[config.mk]
export PLATFORM = sky130hd
export DESIGN_NAME = mem_access_ctrl
export DESIGN_NICKNAME = d
export VERILOG_FILES = /design/src/rtl/mem_access_ctrl_pkg.sv /design/src/rtl/mem_access_ctrl_lane.sv /design/src/rtl/mem_access_ctrl.sv
export SDC_FILE = /design/constraint.sdc
export NUM_CORES = 1
export LEC_CHECK = 0
export BUFFER_PORTS_ARGS = -buffer_cell sky130_fd_sc_hd__buf_2
export CORE_ASPECT_RATIO = 0.6
export CORE_UTILIZATION = 48
export DETAILED_ROUTE_END_ITERATION = 7
export MAX_ROUTING_LAYER = met4
export PLACE_DENSITY_LB_ADDON = 0.1
export SLEW_MARGIN = 30
export SYNTH_ARGS = -nofsm -noshare
export SYNTH_HDL_FRONTEND = slang
export SYNTH_HIERARCHICAL = 1
export SYNTH_SLANG_ARGS = --single-unit
[constraint.sdc]
create_clock -name clk -period 1.6 [get_ports clk]
set_input_delay 0.08 -clock clk [delete_from_list [all_inputs] [get_ports clk]]
set_output_delay 0.08 -clock clk [all_outputs]
set_load 0.02 [all_outputs]
[src/rtl/mem_access_ctrl_pkg.sv]
// Shared definitions for the CPU-to-word-memory access controller:
// access size codes, controller state encoding and default memory depth.
package mem_access_ctrl_pkg;

   localparam int MEM_WORDS = 50;

   localparam logic [1:0] SZ_BYTE = 2'b00;
   localparam logic [1:0] SZ_HALF = 2'b01;
   localparam logic [1:0] SZ_WORD = 2'b10;

   typedef enum logic [2:0] {
      IDLE   = 3'd0,
      RD     = 3'd1,
      WR     = 3'd2,
      RMW_RD = 3'd3,
      RMW_WR = 3'd4,
      RESP   = 3'd5
   } state_t;

endpackage

[src/rtl/mem_access_ctrl_lane.sv]
// Big-endian byte-lane handling: extracts and extends sub-word load data
// from a memory word, and merges right-aligned store data into that word.
module mem_lane_align
   import mem_access_ctrl_pkg::*;
(
   input  logic [1:0]  size,
   input  logic        signed_ld,
   input  logic [1:0]  byte_off,
   input  logic [31:0] word_in,
   input  logic [31:0] wdata,
   output logic [31:0] load_data,
   output logic [31:0] merged
);

   logic [7:0]  byte_sel;
   logic [15:0] half_sel;

   // Offset 0 is the most significant lane.
   always_comb begin
      byte_sel = word_in[31:24];
      case (byte_off)
         2'd0:    byte_sel = word_in[31:24];
         2'd1:    byte_sel = word_in[23:16];
         2'd2:    byte_sel = word_in[15:8];
         default: byte_sel = word_in[7:0];
      endcase
   end

   assign half_sel = byte_off[1] ? word_in[15:0] : word_in[31:16];

   always_comb begin
      load_data = word_in;
      merged    = word_in;
      case (size)
         SZ_BYTE: begin
            load_data = {{24{signed_ld & byte_sel[7]}}, byte_sel};
            case (byte_off)
               2'd0:    merged[31:24] = wdata[7:0];
               2'd1:    merged[23:16] = wdata[7:0];
               2'd2:    merged[15:8]  = wdata[7:0];
               default: merged[7:0]   = wdata[7:0];
            endcase
         end
         SZ_HALF: begin
            load_data = {{16{signed_ld & half_sel[15]}}, half_sel};
            if (byte_off[1]) merged[15:0]  = wdata[15:0];
            else             merged[31:16] = wdata[15:0];
         end
         default: begin
            load_data = word_in;
            merged    = wdata;
         end
      endcase
   end

endmodule

[src/rtl/mem_access_ctrl.sv]
// Single-request controller between a CPU load/store port and a word-wide
// memory; sub-word stores are done as read-modify-write of the full word.
module mem_access_ctrl #(
   parameter int MEM_WORDS = mem_access_ctrl_pkg::MEM_WORDS,
   parameter int WAW       = 6
) (
   input  logic           clk,
   input  logic           rst_n,
   input  logic           req_valid,
   output logic           req_ready,
   input  logic           req_we,
   input  logic [1:0]     req_size,
   input  logic           req_signed,
   input  logic [WAW+1:0] req_addr,
   input  logic [31:0]    req_wdata,
   output logic           rsp_valid,
   output logic [31:0]    rsp_rdata,
   output logic           rsp_err,
   output logic [WAW-1:0] address,
   output logic [31:0]    writeData,
   output logic           memwrite,
   output logic           memread,
   input  logic [31:0]    out32
);

   import mem_access_ctrl_pkg::*;

   state_t         state, next_state;
   logic [WAW-1:0] word_addr_q;
   logic [1:0]     off_q;
   logic [1:0]     size_q;
   logic           signed_q;
   logic           we_q;
   logic           err_q;
   logic [31:0]    wdata_q;
   logic [31:0]    word_q;
   logic           accept;
   logic           req_err;
   logic [31:0]    load_data;
   logic [31:0]    merged;

   assign req_ready = (state == IDLE);
   assign accept    = req_valid && req_ready;
   assign address   = word_addr_q;

   // A bad request is flagged at acceptance and never touches memory.
   always_comb begin
      req_err = 1'b0;
      case (req_size)
         SZ_BYTE: req_err = 1'b0;
         SZ_HALF: req_err = req_addr[0];
         SZ_WORD: req_err = |req_addr[1:0];
         default: req_err = 1'b1;
      endcase
      if (32'(req_addr[WAW+1:2]) >= 32'(MEM_WORDS)) req_err = 1'b1;
   end

   always_ff @(posedge clk or negedge rst_n) begin
      if (!rst_n) state <= IDLE;
      else        state <= next_state;
   end

   always_ff @(posedge clk or negedge rst_n) begin
      if (!rst_n) begin
         word_addr_q <= '0;
         off_q       <= '0;
         size_q      <= '0;
         signed_q    <= 1'b0;
         we_q        <= 1'b0;
         err_q       <= 1'b0;
         wdata_q     <= '0;
         word_q      <= '0;
      end else begin
         if (accept) begin
            word_addr_q <= req_addr[WAW+1:2];
            off_q       <= req_addr[1:0];
            size_q      <= req_size;
            signed_q    <= req_signed;
            we_q        <= req_we;
            err_q       <= req_err;
            wdata_q     <= req_wdata;
         end
         if (memread) word_q <= out32;
      end
   end

   // Strobes are decoded from state alone so a reset drops them at once.
   always_comb begin
      next_state = state;
      memread    = 1'b0;
      memwrite   = 1'b0;
      writeData  = '0;
      rsp_valid  = 1'b0;
      rsp_err    = 1'b0;
      rsp_rdata  = '0;
      case (state)
         IDLE: begin
            if (req_valid) begin
               if (req_err)                next_state = RESP;
               else if (!req_we)           next_state = RD;
               else if (req_size == SZ_WORD) next_state = WR;
               else                        next_state = RMW_RD;
            end
         end
         RD: begin
            memread    = 1'b1;
            next_state = RESP;
         end
         WR: begin
            memwrite   = 1'b1;
            writeData  = wdata_q;
            next_state = RESP;
         end
         RMW_RD: begin
            memread    = 1'b1;
            next_state = RMW_WR;
         end
         RMW_WR: begin
            memwrite   = 1'b1;
            writeData  = merged;
            next_state = RESP;
         end
         RESP: begin
            rsp_valid  = 1'b1;
            rsp_err    = err_q;
            if (!we_q && !err_q) rsp_rdata = load_data;
            next_state = IDLE;
         end
         default: next_state = IDLE;
      endcase
   end

   mem_lane_align u_lane (
      .size      (size_q),
      .signed_ld (signed_q),
      .byte_off  (off_q),
      .word_in   (word_q),
      .wdata     (wdata_q),
      .load_data (load_data),
      .merged    (merged)
   );

endmodule

After elaboration in Yosys (flattened, before gate mapping)
Cells that the tools add are included.
Operators by class
  multiplexer cells: 24
  eq/ne operators: 11
  reduce and logical (&&, ||, !) cells: 13
  magnitude comparators: 1
  bitwise logic cells: 2
Operators by type and width (number)
  $pmux W32 S2: 3
  $mux W32: 2
  $mux W16: 3
  $mux W8: 4
  $pmux W8 S3: 1
  $pmux W3 S3: 1
  $eq A2 B1 Y1 const B: 3
  $eq A3 B2 Y1 const B: 2
  $eq A3 B3 Y1 const B: 2
  $ge A6 B6 Y1 const B: 1
  $logic_not A2 Y1: 3
  $mux W1: 6
  $mux W3: 2
  $reduce_or A2 Y1: 3
  $reduce_or A3 Y1: 2
  $eq A2 B2 Y1 const B: 2
  $eq A3 B1 Y1 const B: 1
  $logic_not A3 Y1: 1
  $pmux W1 S3: 1
  $and A1 B1 Y1: 2
  $logic_and A1 B1 Y1: 2
  $logic_not A1 Y1: 2
  $mux W2: 1
  $ne A2 B2 Y1 const B: 1
Word-level totals
  logic and storage cells: 60
  output and inout port bits: 75
  bits in registers: 80

Depth between registers and ports, before layout
  depth in word-level cells: 6
  mapped depth: 7
  mapped depth without buffers: 4

Cells and area by module
The synthesis kept the hierarchy.
By module, submodules not included
  mem_access_ctrl: seq. area each 2001.9 µm², cells an instance 264, area each 3658.5 µm², times used 1
  mem_lane_align: seq. area each 0.0 µm², cells an instance 239, area each 1727.9 µm², times used 1

Least setup slack after synthesis
No wires, ideal clock.
  path kind: register to output
  start: register size_q[0]
  end: output port writeData[2]
  cell stages (with the launch flop): 7
  path buffers: 2
  arrival: 1657 ps
  data required time: 1520 ps
  slack: -137 ps
  path through: dfrtp_1 -> or2_1 -> buf_2 -> a21o_1 -> buf_2 -> mux2_1 -> a22o_1
Between the ends
  cells in the longest elaborated chain, start to end: 3
  elaborated cells on any way between the ends: 4
Ends and longest elaborated chain
  from (decl): line mem_access_ctrl.sv:31  | logic [1:0] size_q;
  from (signal assigned): line mem_access_ctrl.sv:77  | size_q <= req_size;
  $eq A2 B1 Y1 / $logic_not A2 Y1 (equally long branches): line mem_access_ctrl_lane.sv:34  | case (size)
  $pmux W32 S2 (*): line mem_access_ctrl_lane.sv:34
  via merged[2]: line mem_access_ctrl.sv:40  | logic [31:0] merged;
  $pmux W32 S2 (*): line mem_access_ctrl.sv:96  | case (state)
  to (decl): line mem_access_ctrl.sv:20  | output logic [31:0] writeData,
The timed path passes the listed nets; every way through them passes the cells marked *.

Worst setup path after layout
  start: register off_q[0]
  end: output port rsp_rdata[15]
Between the ends
  cells in the longest elaborated chain, start to end: 6
  elaborated cells on any way between the ends: 8
Ends and longest elaborated chain
  from (decl): line mem_access_ctrl.sv:30  | logic [1:0] off_q;
  from (signal assigned): line mem_access_ctrl.sv:76  | off_q <= req_addr[1:0];
  $eq A2 B2 Y1 (tied with other cells): line mem_access_ctrl_lane.sv:21  | case (byte_off)
  $pmux W8 S3 (*): line mem_access_ctrl_lane.sv:21
  $and A1 B1 Y1 (*): line mem_access_ctrl_lane.sv:36  | load_data = {{24{signed_ld & byte_sel[7]}}, byte_sel};
  $pmux W32 S2 (*): line mem_access_ctrl_lane.sv:34
  via load_data[15]: line mem_access_ctrl.sv:39  | logic [31:0] load_data;
  $mux W32 (*): line mem_access_ctrl.sv:126  | if (!we_q && !err_q) rsp_rdata = load_data;
  $mux W32 (*): line mem_access_ctrl.sv:96
  to (decl): line mem_access_ctrl.sv:17  | output logic [31:0] rsp_rdata,
Marked as above.

==> metrics <==
status=finished with violations; failing checks=DRC, setup timing; Max Clock Skew=0.007262 ns; Synth Net Count=582; Core Area=10740 um^2; share of layout cells above drive strength 1=56.39%; Clk pwr share=9.9%; Synth cell types=47; via/cell ratio=6.263; Final WS setup=-0.5533 ns; most frequent cells in the layout=buf_2 (96), dfrtp_1 (77), dlygate4sd3_1 (71); RSZ-0062 raised after global routing=yes; Yosys top cell by area=dfrtp_1; clock insertion delay at the later pin of the skew report=0.34 ns; number of flops mapped to enable cells by yosys=0; nets=872; Final Hold Viols=0; final routed DRC violation total=9; final setup violation count=108; initial drt markers=501; Avg Synthesized Cell Area=10.71 um^2; Yosys top cell area share=37.17%; worst-margin pin slew=0.5600 ns; Die H=84.06 um; ys flop type=dfrtp_1; Logic pwr share=66.9%; cts bufs inserted=9; CTS H-tree depth=3; pin count of the biggest net entering global routing=48; I/O Buffers=153; net switching power=9555 uW; CP required=1.52 ns; CP Launch Type=flip-flop; ant diodes=0; PD cells=2341 nW/um^2; Std-Cell Rows=29; GRT Total Usage=35.68%; Final HPWL DP=13080 um; wire length per cell=25.09 um; Post-Route WL=23510 um; Seq/Total Area, Yosys=37.17%; Synth Instances=503; Crit. End Element=output port; global route overflow=0; max cap viols=0; reg-to-reg slack, setup=-0.23 ns; final cell count without fillers=937; synth top area cells=dfrtp_1 (37%), mux2_2 (17%), mux2i_1 (6.9%); Hold WS=0.01442 ns; remaining antenna violation count=0; most common cell after layout, fill and taps aside=buf_2; Die Width=138.8 um; leakage=0.004277 uW; vias in the first global route=5357; GP Congestion=0.9243; CTS sink cnt=80; fmax=0.4644 GHz; vias=5868; post-layout min period=2.153 ns; Flop pwr share=23.2%; sw frac=43.78%; Mapped Area=5386 um^2; DR pass1 iterations=7; Post-synth ARST share=100.0%; yosys warns=6; Root Driver=clkbuf_16; initial antenna violation count=1; Rel. slew slack=62.19%; die area=11660 um^2; maximum clock insertion buffer count=2; CTS clock-pin slew for the worst setup and hold paths=0.06 ns; Slew Viols, Final=0; Max FO, Critical Path=8; VDD IR-drop max=1454 uV; WS Path Type=reg -> out; Min-Delay Path Class=in -> reg; Period Utilization, post-route=134.6%; Worst Path Arrival=2.07 ns; synthesized flop and latch total=80; initial cell density of the core=50.15%; first-pass GRT wire length=30550 um; TritonCTS clock tree=yes; Setup TNS=-35.82 ns; Inst Count DP=804; area grow syn2layout=73.08%; Ports=154; Internal Power=12270 uW
==> logic make-up after synthesis <==
kind of cell,count (synthesis),synth area share [%]
simple gates,119,14.05
buf+inv,54,5.412
flops,80,37.17
compound gates,126,18.10
mux,124,25.27
==> routing by layer <==
metal,global-route usage [%],vias to the layer above,part of all wire (%)
li1,-,2486,-
met1,48.94,2892,41
met2,52.85,416,44
met3,7.975,74,12
met4,9.899,0,3.4
met5,-,-,0
==> per-stage QoR <==
stage	util, %	instance area (um^2)	power, uW	setup slack, ns
6_report	86.80	9323	21830	-0.5533
5_1_grt	86.80	9323	22580	-0.5967
4_1_cts	75.59	8119	17880	-0.5239
3_5_place_dp	62.72	6736	14590	-0.2563
3_3_place_gp	62.72	6736	14400	-0.2047
2_1_floorplan	-	5533	11120	-0.05806
==> cell usage after synthesis, types with 2 or more instances <==
cell       n
mux2_1     5
a221oi_1   4
mux2i_1   37
nor4b_1    6
nor2b_1   22
nand2b_1   2
a21oi_1    4
a221o_1   10
a32oi_1    5
nor3_1     4
nand3_1    7
a21o_1     2
o21ai_0   24
o21a_1     6
buf_4      4
nor3b_2    2
clkbuf_1   9
and2_1    34
or2_2      4
a22oi_1    5
dfrtp_1   80
nand2_1   24
mux2_2    81
inv_1      7
nor2_1     3
buf_6      5
a22o_1    40
o21ai_1    4
buf_2     26
o22ai_1    3
clkbuf_2   3
o221ai_1  16
==> worst max-delay path, stage by stage (launching register included) <==
cell,delay [ns]
dfrtp_2,0.42
mux4_2,0.54
and3_4,0.22
a221o_1,0.28
and2_4,0.14
buf_6,0.12
==> what timing repair did <==
| action | in CTS | in global routing |
|---|---|---|
| resized for setup | 59 | 225 |
| pin swaps | 14 | 71 |
| endpoints found under the setup margin | 65 | 111 |
| setup buffers | 12 | 26 |
| hold buffers | 71 | 0 |
| hold endpoints to repair | 134 | 0 |
| cloned | 2 | 10 |
==> path summary, 6_finish.rpt <==
kind                                   startpoint                      end  cells past startpoint
setup / recovery             off_q[0]$_DFFE_PN0P_            rsp_rdata[15]                      5
hold / removal                          req_valid     state[0]$_DFFE_PN0P_                      3
setup reg to reg             state[1]$_DFFE_PN0P_   wdata_q[8]$_DFFE_PN0P_                      6
hold reg to reg            address[4]$_DFFE_PN0P_   address[4]$_DFFE_PN0P_                      1
max in group asynchronous                   rst_n    size_q[1]$_DFFE_PN0P_                      3
min in group asynchronous                   rst_n  wdata_q[30]$_DFFE_PN0P_                      2
==> flip-flops by register name (all words and copies together) (netlist names) <==
signal	flops
we_q	1
size_q	2
word_q	32
err_q	1
wdata_q	32
state	3
address	6
off_q	2
signed_q	1
==> cell type report <==
type	instances	area, um^2
sequential	80	2006
timing repair buffer	325	3018
inverter	7	26.28
multi-input combinational	370	3792
clock buffer	10	239.0
fill	521	1418
clock inverter	6	67.56
tap	139	173.9
==> power groups by stage <==
stage / clock, uW / sequential, uW / combinational (uW)
final: 2160 / 5060 / 14600
after global routing: 2250 / 5080 / 15200
after CTS: 2170 / 4680 / 11000
after detailed placement: 0 / 4710 / 9880
after global placement: 0 / 4690 / 9720
after floorplan: 0 / 4050 / 7070
Note: power is estimated with default switching activity, not from simulation.
